### src/rtl/muldiv_hilo_ctrl_pkg.sv
// Shared widths and MIPS SPECIAL funct codes used by the HI/LO controller and its neighbours.
package muldiv_hilo_ctrl_pkg;

    localparam int MD_DATA_W  = 32;
    localparam int MD_FUNCT_W = 6;

    localparam logic [MD_FUNCT_W-1:0] FUNCT_MFHI  = 6'h10;
    localparam logic [MD_FUNCT_W-1:0] FUNCT_MTHI  = 6'h11;
    localparam logic [MD_FUNCT_W-1:0] FUNCT_MFLO  = 6'h12;
    localparam logic [MD_FUNCT_W-1:0] FUNCT_MTLO  = 6'h13;
    localparam logic [MD_FUNCT_W-1:0] FUNCT_MULT  = 6'h18;
    localparam logic [MD_FUNCT_W-1:0] FUNCT_MULTU = 6'h19;
    localparam logic [MD_FUNCT_W-1:0] FUNCT_DIV   = 6'h1A;
    localparam logic [MD_FUNCT_W-1:0] FUNCT_DIVU  = 6'h1B;

    function automatic logic is_md_funct(input logic [MD_FUNCT_W-1:0] f);
        return (f == FUNCT_MULT) || (f == FUNCT_MULTU) ||
               (f == FUNCT_DIV)  || (f == FUNCT_DIVU);
    endfunction

endpackage

### src/rtl/muldiv_hilo_ctrl.sv
// EX-stage controller for the mult/div unit: issues ops, holds operands, stalls the pipe
// until done, and owns the architectural HI/LO registers (MTHI/MTLO/MFHI/MFLO).
module muldiv_hilo_ctrl
    import muldiv_hilo_ctrl_pkg::*;
#(
    parameter int DATA_W  = MD_DATA_W,
    parameter int FUNCT_W = MD_FUNCT_W
) (
    input  logic                  clk,
    input  logic                  rst,
    input  logic                  flush,
    input  logic                  ex_stall_in,
    input  logic                  op_valid,
    input  logic [FUNCT_W-1:0]    op_funct,
    input  logic [DATA_W-1:0]     op_a,
    input  logic [DATA_W-1:0]     op_b,
    output logic                  stall_req,
    output logic [FUNCT_W-1:0]    md_funct,
    output logic [DATA_W-1:0]     md_operand_1,
    output logic [DATA_W-1:0]     md_operand_2,
    output logic                  md_flush,
    input  logic                  md_done,
    input  logic [2*DATA_W-1:0]   md_result,
    output logic [DATA_W-1:0]     hi,
    output logic [DATA_W-1:0]     lo,
    output logic [DATA_W-1:0]     mf_data
);

    typedef enum logic [1:0] {
        ST_IDLE,
        ST_BUSY,
        ST_HOLD
    } state_e;

    state_e              state_q, state_d;
    logic [FUNCT_W-1:0]  funct_q, funct_d;
    logic [DATA_W-1:0]   opa_q, opa_d;
    logic [DATA_W-1:0]   opb_q, opb_d;
    logic [DATA_W-1:0]   hi_q, hi_d;
    logic [DATA_W-1:0]   lo_q, lo_d;
    logic [2*DATA_W-1:0] hold_result_q, hold_result_d;

    logic is_md;
    logic mt_leave;

    assign is_md = op_valid && is_md_funct(MD_FUNCT_W'(op_funct));
    // MTHI/MTLO never stall, so in IDLE the leave condition reduces to this.
    assign mt_leave = op_valid && !ex_stall_in && !flush;

    // NOTE: every output and next-state value gets a default first, so no branch can infer a latch.
    always_comb begin
        state_d       = state_q;
        funct_d       = funct_q;
        opa_d         = opa_q;
        opb_d         = opb_q;
        hi_d          = hi_q;
        lo_d          = lo_q;
        hold_result_d = hold_result_q;
        stall_req     = 1'b0;
        md_funct      = '0;
        md_operand_1  = opa_q;
        md_operand_2  = opb_q;

        unique case (state_q)
            ST_IDLE: begin
                md_funct     = is_md ? op_funct : '0;
                md_operand_1 = op_a;
                md_operand_2 = op_b;
                if (is_md && !flush) begin
                    stall_req = 1'b1;
                    state_d   = ST_BUSY;
                    funct_d   = op_funct;
                    opa_d     = op_a;
                    opb_d     = op_b;
                end else if (mt_leave && op_funct == FUNCT_W'(FUNCT_MTHI)) begin
                    hi_d = op_a;
                end else if (mt_leave && op_funct == FUNCT_W'(FUNCT_MTLO)) begin
                    lo_d = op_a;
                end
            end
            ST_BUSY: begin
                md_funct  = funct_q;
                stall_req = !md_done;
                if (md_done) begin
                    hold_result_d = md_result;
                    if (!ex_stall_in) begin
                        {hi_d, lo_d} = md_result;
                        state_d      = ST_IDLE;
                    end else begin
                        state_d = ST_HOLD;
                    end
                end
            end
            ST_HOLD: begin
                // funct stays 0 here so the unit does not restart while the pipe is held.
                if (!ex_stall_in) begin
                    {hi_d, lo_d} = hold_result_q;
                    state_d      = ST_IDLE;
                end
            end
            default: state_d = ST_IDLE;
        endcase

        // Flush beats everything, including a coincident md_done.
        if (flush) begin
            state_d       = ST_IDLE;
            funct_d       = '0;
            opa_d         = '0;
            opb_d         = '0;
            hi_d          = hi_q;
            lo_d          = lo_q;
            hold_result_d = hold_result_q;
        end
    end

    // NOTE: state updates use non-blocking assignments so all flops see pre-edge values.
    always_ff @(posedge clk) begin
        if (rst) begin
            state_q       <= ST_IDLE;
            funct_q       <= '0;
            opa_q         <= '0;
            opb_q         <= '0;
            hi_q          <= '0;
            lo_q          <= '0;
            hold_result_q <= '0;
        end else begin
            state_q       <= state_d;
            funct_q       <= funct_d;
            opa_q         <= opa_d;
            opb_q         <= opb_d;
            hi_q          <= hi_d;
            lo_q          <= lo_d;
            hold_result_q <= hold_result_d;
        end
    end

    assign md_flush = flush || rst;
    assign hi       = hi_q;
    assign lo       = lo_q;

    always_comb begin
        mf_data = '0;
        if (op_valid && op_funct == FUNCT_W'(FUNCT_MFHI)) begin
            mf_data = hi_q;
        end else if (op_valid && op_funct == FUNCT_W'(FUNCT_MFLO)) begin
            mf_data = lo_q;
        end
    end

endmodule

### config.mk
export PLATFORM = sky130hd
export DESIGN_NAME = muldiv_hilo_ctrl
export DESIGN_NICKNAME = d
export VERILOG_FILES = /design/src/rtl/muldiv_hilo_ctrl_pkg.sv /design/src/rtl/muldiv_hilo_ctrl.sv
export SDC_FILE = /design/constraint.sdc
export NUM_CORES = 1
export LEC_CHECK = 0
export CAP_MARGIN = 20
export CORE_ASPECT_RATIO = 0.8
export CORE_MARGIN = 2
export CORE_UTILIZATION = 58
export CTS_CLUSTER_DIAMETER = 200
export CTS_CLUSTER_SIZE = 30
export DETAILED_ROUTE_END_ITERATION = 8
export DONT_BUFFER_PORTS = 1
export GPL_TIMING_DRIVEN = 0
export PLACE_DENSITY = 0.82
export RECOVER_POWER = 100
export SYNTH_ARGS = -nofsm -noshare
export SYNTH_HDL_FRONTEND = slang
export SYNTH_SLANG_ARGS = --single-unit
### constraint.sdc
create_clock -name clk -period 2.05 [get_ports clk]
set_clock_uncertainty 0.15 [all_clocks]
set_input_delay 0.205 -clock clk [delete_from_list [all_inputs] [get_ports clk]]
set_output_delay 0.205 -clock clk [all_outputs]
set_load 0.005 [all_outputs]
==> metrics.txt <==
status finished with violations; failing checks negative setup slack; final setup fails 28; crit path capture type primary output; RSZ-0062 raised after global routing true; sequential fraction of the synthesis area 41.8%; yosys warns 0; routability cong. about 0.9; layout cells sized above 1 16.0%; sum of routed wire length over all layers between 30 and 40 mm; kind of critical path reg2out; ANT nets after route 0; synth-to-layout area growth 31.5%; die width 148 um; Synth top area share about two fifths; final non-filler cell total ~1.6k; fill count about 1.1k; initial antenna violation count 0; gr usage total a little over two fifths; CP required approximately 1.7 ns; Max Buffers Root-to-Sink 2; Power Density 659 nW/um^2; Port Buffers 0; vias per cell roughly 6.6; Net Count, Synth about 1.4k; fmax 0.480 GHz; CP Max Fanout 10; leakage power around 4.5 nW; IO Pins approximately 300; DR pass1 iterations 9; Slew HR 46.2%; total power ~8.3 mW; final cycle utilization of the critical path 102%; worst hold path class in2reg; DP Wirelength ~24 mm; nets@finish about 1.6k; drt drc 0; CTS buffer count 17; Vias about 11k; number of enable flip-flop cells after synthesis 0; top cells by area, synth dfxtp_1 42%, a21oi_1 14%, nand2_1 11%; Final WS setup -0.0314 ns; Root Buffer Master clkbuf_16; ordered list of cells on the worst path inv_2 > ha_4 > clkbuf_16 > buf_12 > mux2_4; initial DRC count approximately 1.5k; Wirelength per Cell around 24 um; min cycle time layout between 2 and 2.5 ns; top cells by count, synth 271 x nand2_1, 260 x a21oi_1, 200 x dfxtp_1; count of unique library cells instantiated by Yosys 34; std cell rows 42; vias in the first global route just over 10k; synthesized area per cell about 7.7 sq um; gr ovfl total 0; starting density of the core around three fifths; Worst path slowest cell dfxtp_2; Worst Tran Pin Value approximately 0.81 ns; Mapped Cells ~1.2k; #FFs+latches synth 200; Max Cap Viol 0; Post-synth ARST share 0%; clk slew on worst S/H paths 0.07 ns; dpl cells 1463; largest net degree at the start of global routing 18; peak supply drop ~0.64 mV; Core Area ~16000 sq um; Die H roughly 120 um; global-route wire length before repair about 57 mm; leading cell type by number of instances after synthesis nand2_1; Clk Latency, worst-skew pair roughly 0.43 ns; area leader, netlist dfxtp_1; n_diodes 0; Fin. Hold Viols 0; CP Data Arrival Time approximately 1.7 ns; Crit path largest cell delay between 0.3 and 0.4 ns; Main synth FF type dfxtp_1; Clock Sinks 200; DIE AREA between 15000 and 20000 sq um; H-Tree Depth 4; setup TNS -0.511 ns; synthesized cell area approximately 9600 sq um; CTS tree yes; fin. max-slew vios 0; CP Launch Type register
-- area by class of cell --
type	instances	area (sq um)	share of cell area, %
buffer	108	738	5.85
clock buffer	18	429	3.40
inverter	6	25.0	0.198
multi-input combinational	923	5350	42.5
clock inverter	14	198	1.57
timing repair buffer	157	1590	12.6
sequential	200	4010	31.8
tap	220	275	2.18
-- worst paths after layout --
kind | slack [ns] | end | depth (start not counted) | startpoint
min reg2reg | 0.31 | hold_result_q[40]$_SDFFE_PP0P_ | 2 | hold_result_q[40]$_SDFFE_PP0P_
max reg2reg | 0 | hi[1]$_SDFFE_PP0P_ | 7 | state_q[0]$_SDFFE_PP0P_
min | 0.007 | lo[19]$_SDFFE_PP0P_ | 4 | op_a[19]
max | -0.03 | md_operand_1[24] | 5 | state_q[1]$_SDFFE_PP0P_
-- state kept, by name, indices dropped and copies added (netlist names) --
| signal | count |
|---|---|
| funct_q | 6 |
| opb_q | 32 |
| state_q | 2 |
| lo | 32 |
| opa_q | 32 |
| hold_result_q | 64 |
| hi | 32 |
-- critical path: cells and delay by family (launching register included) --
family                   cells  cell delay, ns
buffers and inverters        3            0.44
flip-flops                   1            0.33
multiplexers                 1            0.33
adder cells (fa/ha/maj)      1            0.19
-- per-layer routing --
| layer | routed length, um | global-route usage, % | up-vias | part of all wire (%) |
|---|---|---|---|---|
| li1 | - | - | 4655 | - |
| met1 | 14300 | 52.9 | 5102 | 36 |
| met2 | 17500 | 65.8 | 953 | 45 |
| met3 | 5180 | 11.5 | 213 | 13 |
| met4 | 2330 | 21.1 | 0 | 5.9 |
| met5 | 0 | 0 | - | 0 |
-- placed cells by master, fill, tap and decap left out, drive strengths merged, types with 3 or more instances in the layout --
cell         instances
nand2              271
a21oi              260
dfxtp              200
dlygate4sd3        135
buf                 75
nor2                72
clkbuf              71
o21ai               68
nand3               66
a22oi               64
mux2                64
mux2i               32
inv                  8
bufinv               4
clkinvlp             4
ha                   4
clkinv               4
o31a                 3
-- logic make-up (layout without fill, tap and decap cells) --
family	Yosys count	count (layout)	synth area share [%]
AOI/OAI and AO/OA	400	400	23.1
buffers and inverters	122	303	5.77
muxes	96	96	10.9
DFF	200	200	41.8
and+or+nand+nor	421	423	18.0
adders and majority gates	4	4	0.522
-- metrics by stage --
| stage | hold WS (ns) | instance area, sq um | util [%] | worst slack [ns] |
|---|---|---|---|---|
| floorplan | 0.191 | 9590 | - | 0.0368 |
| global placement | 0.192 | 9860 | 60.4 | -0.644 |
| detailed placement | 0.197 | 9860 | 60.4 | -0.715 |
| CTS | 0.0000928 | 12400 | 75.9 | -0.134 |
| global route | 0.0288 | 12600 | 77.2 | -0.0969 |
| finish | 0.00736 | 12600 | 77.2 | -0.0314 |
-- timing repair --
item                                    4_1_cts  5_1_grt
buffers inserted                             16        6
cloned                                        1        3
endpoints found under the hold margin       144        0
pin swaps                                     2        5
hold buffers                                135        0
endpoints found under the setup margin      298      260
gates resized for setup                     132      124
-- where the power goes --
group | leakage (nW) | switching [mW] | internal, mW
logic | 2.57 | 0.385 | 0.364
registers | 1.61 | 0.00682 | 3.89
clock network | 0.294 | 1.61 | 2.06
total | 4.47 | 2.00 | 6.31
Power figures use the tool's default switching activity.
